## config.mk

```make
export PLATFORM = sky130hd
export DESIGN_NAME = button_event
export DESIGN_NICKNAME = d
export VERILOG_FILES = /design/src/rtl/button_pkg.sv /design/src/rtl/button_event_edge.sv /design/src/rtl/button_event.sv
export SDC_FILE = /design/constraint.sdc
export NUM_CORES = 1
export LEC_CHECK = 0
export CORE_MARGIN = 5
export CORE_UTILIZATION = 40
export CTS_CLUSTER_SIZE = 20
export DETAILED_ROUTE_END_ITERATION = 12
export SLEW_MARGIN = 20
export SYNTH_ARGS = -nofsm -noshare
export SYNTH_HDL_FRONTEND = slang
export SYNTH_SLANG_ARGS = --single-unit
```

## constraint.sdc

```tcl
create_clock -name i_Clk -period 4.6 [get_ports i_Clk]
set_input_delay 0.46 -clock i_Clk [delete_from_list [all_inputs] [get_ports i_Clk]]
set_output_delay 0.46 -clock i_Clk [all_outputs]
set_load 0.01 [all_outputs]
```

## src/rtl/button_pkg.sv

```systemverilog
// Shared definitions for the button_event block: FSM state encoding,
// default timing constants (25 MHz clock) and a counter-sizing helper.
package button_pkg;

    typedef enum logic [1:0] {
        IDLE   = 2'd0,
        WAIT   = 2'd1,
        REPEAT = 2'd2
    } state_t;

    localparam int DEF_REPEAT_DELAY  = 12500000;
    localparam int DEF_REPEAT_PERIOD = 2500000;
    localparam int DEF_LONG_LIMIT    = 25000000;

    function automatic int max3(input int a, input int b, input int c);
        int m;
        m = (a > b) ? a : b;
        return (m > c) ? m : c;
    endfunction

endpackage

```

## src/rtl/button_event_edge.sv

```systemverilog
// Edge_Detect: registers the previous switch sample and derives
// single-cycle rise/fall indications against the current sample.
module Edge_Detect
    import button_pkg::*;
(
    input  logic i_Clk,
    input  logic i_Rst_L,
    input  logic i_Switch,
    output logic o_Rise,
    output logic o_Fall
);

    logic prev_q;
    logic prev_d;

    always_comb begin
        prev_d = i_Switch;
    end

    always_ff @(posedge i_Clk or negedge i_Rst_L) begin
        if (!i_Rst_L) begin
            prev_q <= 1'b0;
        end else begin
            prev_q <= prev_d;
        end
    end

    assign o_Rise = i_Switch & ~prev_q;
    assign o_Fall = ~i_Switch & prev_q;

endmodule

```

## src/rtl/button_event.sv

```systemverilog
// button_event: press/release/auto-repeat/long-press event generator.
// Auto-repeat exists only when BUTTON_EVENT_REPEAT_EN is defined.
module button_event
    import button_pkg::*;
#(
    parameter int C_REPEAT_DELAY  = DEF_REPEAT_DELAY,
    parameter int C_REPEAT_PERIOD = DEF_REPEAT_PERIOD,
    parameter int C_LONG_LIMIT    = DEF_LONG_LIMIT
)
(
    input  logic i_Clk,
    input  logic i_Rst_L,
    input  logic i_Switch,
    output logic o_Press,
    output logic o_Release,
    output logic o_Repeat,
    output logic o_Held,
    output logic o_Long
);

    localparam int CNT_W = $clog2(max3(C_REPEAT_DELAY, C_REPEAT_PERIOD, C_LONG_LIMIT) + 1);
    localparam logic [CNT_W-1:0] LONG_LIM = CNT_W'(C_LONG_LIMIT);

    logic rise;
    logic fall;

    Edge_Detect u_edge (
        .i_Clk    (i_Clk),
        .i_Rst_L  (i_Rst_L),
        .i_Switch (i_Switch),
        .o_Rise   (rise),
        .o_Fall   (fall)
    );

    state_t           state_q, state_d;
    logic [CNT_W-1:0] long_cnt_q, long_cnt_d;
    logic             press_q, press_d;
    logic             release_q, release_d;
    logic             held_q, held_d;
    logic             long_q, long_d;

    // Release (i_Switch low) wins over everything, so no event other than
    // o_Release can be generated in the cycle the release is sampled.
    always_comb begin
        press_d   = rise;
        release_d = fall;
        held_d    = i_Switch;
        long_cnt_d = long_cnt_q;
        if (!i_Switch) begin
            long_cnt_d = '0;
        end else if (long_cnt_q != LONG_LIM) begin
            long_cnt_d = long_cnt_q + 1'b1;
        end
        long_d = i_Switch & (long_cnt_d == LONG_LIM);
    end

`ifdef BUTTON_EVENT_REPEAT_EN
    localparam logic [CNT_W-1:0] DELAY_TERM  = CNT_W'(C_REPEAT_DELAY - 1);
    localparam logic [CNT_W-1:0] PERIOD_TERM = CNT_W'(C_REPEAT_PERIOD - 1);

    logic [CNT_W-1:0] rep_cnt_q, rep_cnt_d;
    logic             repeat_q, repeat_d;

    function automatic logic [CNT_W-1:0] term_of(input state_t s);
        return (s == REPEAT) ? PERIOD_TERM : DELAY_TERM;
    endfunction

    // The counter shows the terminal value in the same cycle o_Repeat pulses
    // and clears on the following edge.
    always_comb begin
        state_d   = state_q;
        rep_cnt_d = rep_cnt_q;
        repeat_d  = 1'b0;
        if (!i_Switch) begin
            state_d   = IDLE;
            rep_cnt_d = '0;
        end else if (rise) begin
            state_d   = WAIT;
            rep_cnt_d = '0;
            repeat_d  = (DELAY_TERM == '0);
        end else begin
            if (rep_cnt_q == term_of(state_q)) begin
                state_d   = REPEAT;
                rep_cnt_d = '0;
            end else begin
                rep_cnt_d = rep_cnt_q + 1'b1;
            end
            repeat_d = (rep_cnt_d == term_of(state_d));
        end
    end

    always_ff @(posedge i_Clk or negedge i_Rst_L) begin
        if (!i_Rst_L) begin
            rep_cnt_q <= '0;
            repeat_q  <= 1'b0;
        end else begin
            rep_cnt_q <= rep_cnt_d;
            repeat_q  <= repeat_d;
        end
    end

    assign o_Repeat = repeat_q;
`else
    always_comb begin
        state_d = i_Switch ? WAIT : IDLE;
    end

    assign o_Repeat = 1'b0;
`endif

    always_ff @(posedge i_Clk or negedge i_Rst_L) begin
        if (!i_Rst_L) begin
            state_q    <= IDLE;
            long_cnt_q <= '0;
            press_q    <= 1'b0;
            release_q  <= 1'b0;
            held_q     <= 1'b0;
            long_q     <= 1'b0;
        end else begin
            state_q    <= state_d;
            long_cnt_q <= long_cnt_d;
            press_q    <= press_d;
            release_q  <= release_d;
            held_q     <= held_d;
            long_q     <= long_d;
        end
    end

    assign o_Press   = press_q;
    assign o_Release = release_q;
    assign o_Held    = held_q;
    assign o_Long    = long_q;

endmodule

```

==> impl_metrics.py <==
metrics = {
    "outcome": {
        "status": "complete, no violations",
    },
    "die": {
        "design.core.area_mm2": 0.004354,
        "start_util_pct": 41.18,
        "io_pins": 8,
        "fp.dieArea_mm2": 0.005921,
        "die-height_um": 76.95,
        "die_x_um": 76.95,
        "rows": 24,
    },
    "yosys": {
        "synthFlopType": "dfrtp_1",
        "synth_area_leaders": "dfrtp_1, xnor2_1, and2_1",
        "syn_area_mm2": 0.001793,
        "ys_top_cells_by_count": "dfrtp_1, and2_1, nand3_1, xnor2_1",
        "syn_avg_cell_area_um2": 10.19,
        "synth_top_cell_by_area": "dfrtp_1",
        "synth-edff-count": 0,
        "ys_seq_elements": 29,
        "synth_most_common_cell": "dfrtp_1",
        "seq_area_frac_synth_pct": 40.47,
        "async_flop_share_pct": 100.0,
        "syn-num-nets": 181,
        "ys_warn_count": 0,
        "synth_top_cell_area_share_pct": 40.47,
        "syn_inst": 176,
        "yosys.cell_types.count": 49,
    },
    "sta": {
        "relSlewSlack_pct": 37.31,
        "setup_tns_ns": 0,
        "tightest_slew_ns": 0.9375,
        "finalSetupViolations": 0,
        "slew_violations": 0,
        "finalHoldViolations": 0,
        "fin_crit_ns": 2.493,
        "rsz0062_at_grt": "no",
        "fin_skew_ns": 0.01168,
        "max_freq_ghz": 0.4011,
        "period_share_pct": 54.19,
    },
    "clocking": {
        "clk_pin_slew_ns": 0.06,
        "cts.repair.resized": 0,
        "cts_tree": "yes",
        "hold_buffers": 0,
        "postCtsSetupRepairBufs": 0,
        "cts_sinks": 29,
        "clockBufferDepth": 2,
        "clkLatencyLatePin_ns": 0.30,
        "htree_num_levels": 2,
        "cts-root-buf": "clkbuf_8",
        "cts_buffers": 5,
    },
    "pwr": {
        "p_leak_uw": 0.0008536,
        "power.internal_uw": 374.6,
        "finalPower_uw": 499.2,
        "max-vdd-ir-drop_mv": 0.1983,
        "p_sw_uw": 124.7,
        "p_comb_share_pct": 5.6,
        "netSwitchingFraction_pct": 24.97,
        "power.density_mw_per_mm2": 258.2,
        "power_frac_clock_pct": 41.6,
        "p_seq_share_pct": 52.8,
    },
    "grt": {
        "grt_start_max_net_pins": 35,
        "overflow": 0,
        "antenna_found_initial": 0,
        "grt_pass1_vias": 1229,
        "grt_util_all_layers_pct": 13.57,
        "grt_pass1_wl_mm": 6.272,
    },
    "layout": {
        "final_net_count": 186,
        "n_fill_cell": 430,
        "drive_above_1_share_pct": 13.74,
        "n_antenna_cell": 0,
        "area_growth_pct": 7.816,
        "post-route-util_pct": 44.40,
    },
    "drt": {
        "ant_nets": 0,
        "drt-initial-drc-count": 46,
        "drc": 0,
        "routed_wl_mm": 3.567,
        "via_per_inst": 5.415,
        "routedWlPerCell_um": 15.24,
        "first_pass_iters": 4,
        "via_count": 1267,
    },
    "setup_path": {
        "crit_type": "register to register",
        "critical_path_required_ns": 4.80,
        "reg2regPathDepth": 7,
        "worstReg2RegEnd": "o_Long",
        "worst-path-max-fanout": 8,
        "reg2reg_from": "long_cnt_q[1]",
        "r2r_setup_slack_ns": 2.11,
        "startpoint_type": "register",
        "arrival_ns": 2.69,
        "critical_path.endpoint_type": "register",
    },
    "placement": {
        "io_buffers": 6,
        "routabilityCongestion": 0.8083,
        "hpwlAfterDp_mm": 2.503,
    },
    "worst_hold_path": {
        "min_path_type": "register to register",
        "min_from": "u_edge.prev_q",
        "whs_path_depth": 1,
        "min_to": "o_Press",
    },
    "run": {
        "max-cap-violations": 0,
    },
}
-- power by group through the flow --
| stage | Clock (uW) | Combinational, uW | Sequential [uW] |
|---|---|---|---|
| 3_3_place_gp | 0 | 28.2 | 268 |
| 6_report | 208 | 28.0 | 264 |
| 2_1_floorplan | 0 | 17.3 | 267 |
| 3_5_place_dp | 0 | 28.5 | 268 |
| 5_1_grt | 227 | 32.8 | 264 |
| 4_1_cts | 215 | 28.9 | 264 |
-- stage by stage --
stage	std cells	setup slack, ns	cell area [um^2]	hold WS (ns)
after floorplan	176	2.459	1793	0.1644
after global placement	226	2.002	1851	0.4201
after detailed placement	226	1.912	1851	0.4352
after CTS	234	2.121	1933	0.4430
after global routing	234	1.864	1933	0.4856
final	234	2.107	1933	0.4373
-- worst max path at each step --
stage                        from      to  slack, ns  cells past startpoint
floorplan           long_cnt_q[1]  o_Long       2.46                      7
global placement         i_Switch  o_Long       2.00                      7
detailed placement       i_Switch  o_Long       1.91                      7
CTS                 long_cnt_q[1]  o_Long       2.12                      7
global route        long_cnt_q[1]  o_Long       1.86                      7
finish              long_cnt_q[1]  o_Long       2.11                      7
-- registers in the layout, summed over array words and instances, names as in the netlist --
signal / flops
long_cnt_q: 25
o_Long: 1
o_Press: 1
o_Release: 1
u_edge.prev_q: 1
-- logic make-up (layout without fill, tap and decap cells) --
logic type                 count (synthesis)  count (layout)  synth area share, %
AOI/OAI and AO/OA                         16              16                6.350
xor gates and xnor gates                  19              19                9.700
adders and majority gates                  2               2                1.395
buffers and inverters                     17              23                5.862
DFF                                       29              29                40.47
muxes                                      2               2                1.117
other                                      1               1               0.2092
and+or+nand+nor                           90              90                34.89
-- layout make-up --
type / count / area, um^2 / share of cell area, %
well taps: 52 / 65.06 / 3.366
flip-flops and latches: 29 / 725.7 / 37.54
inverters: 8 / 30.03 / 1.553
multi-input cells: 130 / 962.2 / 49.77
clock buffers: 6 / 72.57 / 3.754
clock inverters: 2 / 10.01 / 0.5178
repair buffers: 7 / 67.56 / 3.495
-- placed cells by master, fill, tap and decap left out, types with 3 or more instances in the layout --
| cell | synthesis | layout |
|---|---|---|
| nor4_1 | 3 | 3 |
| inv_1 | 8 | 8 |
| nor3_1 | 5 | 5 |
| xor2_1 | 6 | 6 |
| clkdlybuf4s50_1 | 0 | 6 |
| nand3_1 | 12 | 12 |
| nor2b_1 | 9 | 9 |
| and2_2 | 3 | 3 |
| dfrtp_1 | 29 | 29 |
| nand2_1 | 8 | 8 |
| xnor2_1 | 12 | 12 |
| and2_1 | 16 | 16 |
| clkbuf_8 | 0 | 5 |
| nand2b_1 | 3 | 3 |
| nand4_1 | 9 | 9 |
| a21oi_1 | 3 | 3 |
-- critical path: stages (launching register included) --
cell      delay, ns
dfrtp_1        0.47
ha_1           0.33
nand3_1        0.28
or3_2          0.48
a21o_1         0.17
a221oi_1       0.28
nand4_1        0.17
nor4b_2        0.22
-- routing by layer --
metal | wire length [um] | vias up | global-route usage [%]
met3 | 123 | 8 | 3.513
met4 | 108 | 0 | 8.916
li1 | - | 629 | -
met1 | 1662 | 617 | 17.69
met5 | 0 | - | 0
met2 | 1673 | 13 | 19.61
Power figures use the tool's default switching activity.
